$ cat src/rtl/mux_pkg.sv
// Shared definitions for the N-to-1 selector slice.
//   MODE_EXT / MODE_SCAN : encodings of the mux_nto1_pipe 'mode' input.
//   RECIP_Q_1..RECIP_Q_4 : 1/n reciprocal constants in unsigned Q16.16.
//                          Integrators place these on in_data channels
//                          feeding the multiply/accumulate datapath.
package mux_pkg;

  localparam logic MODE_EXT  = 1'b0;
  localparam logic MODE_SCAN = 1'b1;

  localparam int RECIP_FRAC_BITS = 16;

  // 1/n rounded down in Q16.16
  localparam logic [31:0] RECIP_Q_1 = 32'h0001_0000;
  localparam logic [31:0] RECIP_Q_2 = 32'h0000_8000;
  localparam logic [31:0] RECIP_Q_3 = 32'h0000_5555;
  localparam logic [31:0] RECIP_Q_4 = 32'h0000_4000;

endpackage

$ cat src/rtl/mux_out_reg.sv
// Single-stage valid/ready output register.
// Ports:
//   clk, rst_n   : clock and synchronous active-low reset
//   in_valid     : upstream beat valid
//   in_ready     : stage can take a beat (empty, or being drained this cycle)
//   in_payload   : word captured on an accepted beat
//   out_valid    : payload_reg holds a beat
//   out_ready    : downstream takes the beat
//   out_payload  : registered payload, stable while stalled
module mux_out_reg #(
  parameter int PW = 8
) (
  input  logic          clk,
  input  logic          rst_n,
  input  logic          in_valid,
  output logic          in_ready,
  input  logic [PW-1:0] in_payload,
  output logic          out_valid,
  input  logic          out_ready,
  output logic [PW-1:0] out_payload
);

  logic          valid_reg;
  logic [PW-1:0] payload_reg;
  logic          accept;

  // Refill in the same cycle the held beat leaves: full throughput with
  // only a combinational out_ready -> in_ready path.
  assign in_ready = !valid_reg || out_ready;
  assign accept   = in_valid && in_ready;

  always_ff @(posedge clk) begin
    if (!rst_n) begin
      valid_reg   <= 1'b0;
      payload_reg <= '0;
    end else if (accept) begin
      valid_reg   <= 1'b1;
      payload_reg <= in_payload;
    end else if (out_ready) begin
      valid_reg   <= 1'b0;
    end
  end

  assign out_valid   = valid_reg;
  assign out_payload = payload_reg;

endmodule

$ cat src/rtl/mux_nto1_pipe.sv
// Parametrised N-to-1 word selector with a registered valid/ready output and
// an auto-scan mode that steps through the channels one accepted beat at a time.
// Ports:
//   clk, rst_n          : clock and synchronous active-low reset
//   in_valid / in_ready : upstream handshake
//   mode                : MODE_EXT uses sel, MODE_SCAN uses the internal scan index
//   sel                 : external channel index
//   scan_clr            : zero the scan index at the next edge
//   in_data             : N packed channels, channel k = in_data[k*W +: W]
//   out_valid/out_ready : downstream handshake
//   out_data            : selected word (0 when the index was out of range)
//   out_sel             : index that produced out_data
//   sel_err             : index was >= N for this beat
module mux_nto1_pipe
  import mux_pkg::*;
#(
  parameter int N     = 4,
  parameter int W     = 32,
  parameter int SEL_W = 3
) (
  input  logic             clk,
  input  logic             rst_n,
  input  logic             in_valid,
  output logic             in_ready,
  input  logic             mode,
  input  logic [SEL_W-1:0] sel,
  input  logic             scan_clr,
  input  logic [N*W-1:0]   in_data,
  output logic             out_valid,
  input  logic             out_ready,
  output logic [W-1:0]     out_data,
  output logic [SEL_W-1:0] out_sel,
  output logic             sel_err
);

  localparam int               PW       = 1 + SEL_W + W;
  localparam logic [SEL_W-1:0] LAST_IDX = SEL_W'(N - 1);
  // One extra bit so N == 2**SEL_W is still representable.
  localparam logic [SEL_W:0]   N_EXT    = (SEL_W + 1)'(N);

  logic [SEL_W-1:0] scan_idx_reg;
  logic [SEL_W-1:0] scan_idx_next;
  logic [SEL_W-1:0] eff_idx;
  logic             idx_err;
  logic             accept;
  logic [W-1:0]     masked [N];
  logic [W-1:0]     sel_word;
  logic [PW-1:0]    payload_in;
  logic [PW-1:0]    payload_out;

  assign eff_idx = (mode == MODE_SCAN) ? scan_idx_reg : sel;
  assign idx_err = ({1'b0, eff_idx} >= N_EXT);

  // AND-OR select: an out-of-range index matches no channel, so the
  // selected word is zero without a separate override.
  genvar gi;
  generate
    for (gi = 0; gi < N; gi++) begin : g_ch
      localparam logic [SEL_W-1:0] CH_IDX = SEL_W'(gi);
      assign masked[gi] = (eff_idx == CH_IDX) ? in_data[gi*W +: W] : '0;
    end
  endgenerate

  always_comb begin
    sel_word = '0;
    for (int k = 0; k < N; k++) begin
      sel_word = sel_word | masked[k];
    end
  end

  assign accept = in_valid && in_ready;

  // Clear has priority over advance; the colliding beat already used the
  // old index through eff_idx.
  always_comb begin
    scan_idx_next = scan_idx_reg;
    if (scan_clr) begin
      scan_idx_next = '0;
    end else if (accept && (mode == MODE_SCAN)) begin
      scan_idx_next = (scan_idx_reg == LAST_IDX) ? '0 : scan_idx_reg + 1'b1;
    end
  end

  always_ff @(posedge clk) begin
    if (!rst_n) begin
      scan_idx_reg <= '0;
    end else begin
      scan_idx_reg <= scan_idx_next;
    end
  end

  assign payload_in = {idx_err, eff_idx, sel_word};

  mux_out_reg #(
    .PW(PW)
  ) u_out_reg (
    .clk        (clk),
    .rst_n      (rst_n),
    .in_valid   (in_valid),
    .in_ready   (in_ready),
    .in_payload (payload_in),
    .out_valid  (out_valid),
    .out_ready  (out_ready),
    .out_payload(payload_out)
  );

  assign {sel_err, out_sel, out_data} = payload_out;

endmodule

$ cat config.mk
export PLATFORM = sky130hd
export DESIGN_NAME = mux_nto1_pipe
export DESIGN_NICKNAME = d
export VERILOG_FILES = /design/src/rtl/mux_pkg.sv /design/src/rtl/mux_out_reg.sv /design/src/rtl/mux_nto1_pipe.sv
export SDC_FILE = /design/constraint.sdc
export NUM_CORES = 1
export LEC_CHECK = 0
export CORE_ASPECT_RATIO = 1.25
export CORE_MARGIN = 1
export CORE_UTILIZATION = 37
export DETAILED_ROUTE_END_ITERATION = 16
export GPL_ROUTABILITY_DRIVEN = 0
export PLACE_DENSITY = 0.94
export SYNTH_ARGS = -nofsm -noshare
export SYNTH_HDL_FRONTEND = slang
export SYNTH_SLANG_ARGS = --single-unit
$ cat constraint.sdc
create_clock -name clk -period 2.77 [get_ports clk]
set_input_delay 0.554 -clock clk [delete_from_list [all_inputs] [get_ports clk]]
set_output_delay 0.554 -clock clk [all_outputs]
set_load 0.005 [all_outputs]
* Word-level counts from Yosys, hierarchy flattened
Cells that the tools add are included.
** Storage, ports and cells
- Register bits :: 40
- Bits of input ports :: 137
- Word-level logic and storage cells :: 28
** Cells by class
- $add $sub $neg :: 1
- Order comparisons :: 1
- Equality and inequality tests :: 4
- Muxes and demuxes :: 8
- Bitwise logic cells :: 4
- Reduce and logical (&&, ||, !) cells :: 7
** Operators by type and width (number)
- $mux W32 :: 4
- $or A32 B32 Y32 :: 3
- $eq A3 B2 Y1 const B :: 3
- $mux W3 :: 2
- $add A3 B1 Y3 const B :: 1
- $eq A3 B1 Y1 const B :: 1
- $ge A3 B3 Y1 const B :: 1
- $logic_not A3 Y1 :: 1
- $logic_and A1 B1 Y1 :: 2
- $mux W1 :: 2
- $reduce_bool A2 Y1 :: 1
- $reduce_or A2 Y1 :: 1
- $logic_not A1 Y1 :: 1
- $logic_or A1 B1 Y1 :: 1
- $not A1 Y1 :: 1

* Longest topological paths before layout
- Depth after elaboration :: 6
- Mapped depth :: 7
- Depth with buffers taken out :: 4

* Modules after synthesis
From an unflattened synthesis, not the netlist that was laid out.
** Unflattened totals
- Cell total of the unflattened synthesis :: 295
- Area total of the unflattened synthesis :: 2728.9 µm²
** By module, submodules not included
- mux_out_reg :: times used 1, cells each 161, area an instance 1517.7 µm², seq. area each 740.7 µm²
- mux_nto1_pipe :: times used 1, cells each 134, area an instance 1211.2 µm², seq. area each 60.1 µm²

* Worst setup path after synthesis
OpenSTA, ideal clock, no wires.
- Kind :: input to register
- Start :: input port mode
- End :: register u_out_reg.payload_reg[15], in the netlist u_out_reg.out_payload[15]
- Arrival :: 1.766 ns
- Required time :: 2.634 ns
- Slack :: 0.868 ns
- Stages on the path :: 7
- Buffers on the path :: 3
- Path through :: buf_6 mux2i_4 buf_6 buf_6 mux2_4 a32oi_1 a31oi_1
** On the way
- Cells in the longest elaborated chain, start to end :: 6
- Elaborated cells on any way between the ends :: 12
- Those cells by class :: eq/ne: 3; mux: 5; bitwise: 3; reduce/logical: 1
** RTL lines
- start, declared :: line mux_nto1_pipe.sv:25 : input logic mode,
- $mux W3 (*) :: line mux_nto1_pipe.sv:51 : assign eff_idx = (mode == MODE_SCAN) ? scan_idx_reg : sel;
- $eq A3 B1 Y1 or $logic_not A3 Y1 (tied branches) :: line mux_nto1_pipe.sv:60 : assign masked[gi] = (eff_idx == CH_IDX) ? in_data[gi*W +: W] : '0;
- $mux W32 :: line mux_nto1_pipe.sv:60
- $or A32 B32 Y32 (2 in series) :: line mux_nto1_pipe.sv:67 : sel_word = sel_word | masked[k];
- $or A32 B32 Y32 (*) :: line mux_nto1_pipe.sv:67
- end signal, assigned :: line mux_out_reg.sv:38 : payload_reg <= in_payload;
- end, declared :: line mux_out_reg.sv:24 : logic [PW-1:0] payload_reg;
Every way passes the cells marked *; elsewhere a longest branch is shown, timed or not.
A chain may end at the register's enable or synchronous reset.

* Final worst setup path
- Start :: input port mode
- End :: register u_out_reg.payload_reg[3], in the netlist u_out_reg.out_payload[3]
Same word-level chain as after synthesis.

==> results.yml <==
placed_design:
  io_buffers: 174
  placement.setup.worst_slack_ps: 211
  dp_hpwl_um: 6720
  placement.cell_area_um2: 4160
timing:
  fin_crit_ps: 2290
  finalCritPeriodShare: 0.828
  setup_repair_after_global_routing_missed_its_margin: "no"
  tightestPinTransition_ps: 582
  endpoints_failing_setup: 0
  clock_skew_ps: 9.58
  final_max_slew_viol_count: 0
  relative_slew_slack: 0.612
  final-hold-violation-count: 0
  fin_setup_tns_ps: 0
  highest_attainable_clock_frequency_mhz: 436
  worst_slack_ps: 478
hold_path:
  holdCritStartpoint: "scan_idx_reg[1]$_SDFFE_PP0P_"
  min_delay_worst_endpoint: "scan_idx_reg[1]$_SDFFE_PP0P_"
  timing.hold.worst.class: "register to register"
  hold_depth: 2
layout:
  finish.net_count: 564
  area_of_the_multi_input_gates_um2: 1430
  final_core_utilization: 0.689
  regArea_um2: 781
  antenna-diode-count: 0
  largest_reg_flops: 35
  syn2layout_area_growth_pct: 78.8
  final_design_area_no_fill_um2: 4250
  filler_cell_count: 527
  layout-drive-gt1-share: 0.143
drt:
  route.detailed.drc: 0
  detail_route.wirelength.met1_um: 3110
  post_drt_via_cell_ratio: 5.55
  firstDrtPassIters: 5
  drt-initial-drc-count: 182
  detailroute.wirelength.met2_um: 4730
  wire_per_inst_um: 17.6
  postRouteAntennaNets: 0
  route.vias.total: 2842
  top_signal_layer_used: "met4"
  routed-wl-met3_um: 804
  route.final.wire_length_um: 8990
worst_setup_path:
  rr_endpoint: "u_out_reg.out_payload[14]$_SDFFE_PN0P_"
  timing.critical_path.from_type: "input pin"
  critical_path.max_fanout: 7
  worstPathArrival_ps: 2520
  setup.worst_path.class: "input pin to register"
  ff2ff_path_depth: 5
  critical_path.cell_chain: "clkdlybuf4s50_1 -> buf_4 -> mux2_2 -> nor2_1 -> a32oi_1 -> a31oi_1"
  critPathRequiredTime_ps: 3000
  r2r_setup_slack_ps: 1070
  worstReg2RegStart: "scan_idx_reg[1]$_SDFFE_PP0P_"
  worstSetupStartpoint: "mode"
  critPathCaptureType: "register"
  slowest_delay_ps: 540
  crit_slowest_cell: "sky130_fd_sc_hd__clkdlybuf4s50_1"
clocking:
  hold_buffers: 0
  post_cts.resized_instances: 0
  clock_tree.buffer_depth: 2
  clkSinkCount: 39
  cts_max_level: 2
  cts_buffers: 5
  post-cts-setup-buffer-count: 0
  cts_tree: "done"
  clk_root_buffer_cell: "sky130_fd_sc_hd__clkbuf_8"
  clk-insertion-delay-late_ps: 290
  worst_setup_hold_path_clk_slew_ps: 80
global_route:
  antenna_found_initial: 0
  first_global_vias: 2947
  overflow: 0
  track_usage: 0.265
  global_route_wire_length_before_repair_um: 13500
  grt_start_max_net_pins: 47
synthesis:
  ys_dominant_reg_cell: "sky130_fd_sc_hd__dfxtp_1"
  synthCells: 262
  synth.yosys.warnings: 0
  avgSynthCellArea_um2: 9.07
  yosysSeqAreaShare: 0.329
  synth_edf_count: 0
  mappedNetlistArea_um2: 2380
  yosys.cell_types.count: 31
  ys_seq_elements: 39
  postSynth.asyncResetShare: 0
  syn-num-nets: 400
pwr:
  p_leak_uw: 0.00153
  ir_worst_vdd_mv: 0.204
  power.total_uw: 1550
  pwr_density_cell_nw_per_um2: 366
die:
  dieWidth_um: 73.7
  chip_height_um: 91.6
  die-area_um2: 6750
  start_util: 0.385
  coreArea_um2: 6170
  design.portCount: 175
  fp-row-count: 32
job:
  max-cap-violations: 0
run_status:
  status: "finished clean"
layout make-up:
cell class	instances	share of cell area
Clock buffer	6	0.0171
Clock inverter	2	0.00294
Tap cell	85	0.0250
Inverter	2	0.00177
Timing Repair Buffer	185	0.432
Multi-Input combinational cell	193	0.337
Sequential cell	39	0.184
power by group:
group / switching (uW) / total, uW / leakage (uW) / internal (uW)
Sequential: 21.2 / 626 / 0.000323 / 604
Clock: 208 / 385 / 0.0000412 / 176
Combinational: 197 / 545 / 0.00116 / 348
Total: 426 / 1550 / 0.00153 / 1130
cell usage after synthesis, types with 3 or more instances:
cell                       number  area (um2)
sky130_fd_sc_hd__o21ai_0       32         160
sky130_fd_sc_hd__clkbuf_1      15        56.3
sky130_fd_sc_hd__nand3_1        4        20.0
sky130_fd_sc_hd__buf_6          4        45.0
sky130_fd_sc_hd__a32oi_1       32         280
sky130_fd_sc_hd__dfxtp_1       39         781
sky130_fd_sc_hd__o211a_1        3        30.0
sky130_fd_sc_hd__buf_4          4        30.0
sky130_fd_sc_hd__mux2_2        28         315
sky130_fd_sc_hd__nand2_1       35         131
sky130_fd_sc_hd__mux2_4         6        90.1
sky130_fd_sc_hd__buf_2          5        25.0
sky130_fd_sc_hd__a31oi_1       32         200
cell usage in the layout, fill, tap and decap left out, drive strengths merged, types with 3 or more instances in the layout:
cell	synthesis	layout
o21ai	32	32
and2	3	3
buf	13	11
a32oi	32	32
nand2	35	35
clkdlybuf4s50	0	174
nand3	4	4
dfxtp	39	39
clkbuf	15	6
nor2	4	4
a31oi	32	32
mux2i	3	3
o211a	3	3
mux2	34	34
critical path: cells and delay by family:
family,cells,cell delay (ps)
AND/OR/NAND/NOR,1,410
AO/OA/AOI/OAI,2,370
multiplexers,1,440
buffers and inverters,2,750
metrics by stage:
stage               hold slack (ps)  instances
finish                          515        512
global route                    532        512
CTS                             511        512
detailed placement              492        504
global placement                481        504
floorplan                       472        262
layer usage:
layer	global-route usage	vias up
met5	0	-
met3	0.0766	31
met4	0.127	0
met2	0.479	154
li1	-	1341
met1	0.268	1316
worst max-delay path by stage:
stage	to	depth (start not counted)
after floorplan	u_out_reg.out_payload[15]$_SDFFE_PN0P_	7
after global placement	u_out_reg.out_payload[16]$_SDFFE_PN0P_	6
after detailed placement	u_out_reg.out_payload[13]$_SDFFE_PN0P_	6
after CTS	in_ready	3
after global routing	u_out_reg.out_payload[17]$_SDFFE_PN0P_	6
final	u_out_reg.out_payload[3]$_SDFFE_PN0P_	6
kinds of logic (layout without fill, tap and decap cells):
group	count (synthesis)	count (layout)	synth area share
AO/OA/AOI/OAI	104	104	0.297
AND/OR/NAND/NOR	51	51	0.106
flip-flops	39	39	0.329
multiplexers	37	37	0.194
buffers and inverters	30	195	0.0690
adder cells (fa/ha/maj)	1	1	0.00527
(Power assumes the default switching activity.)
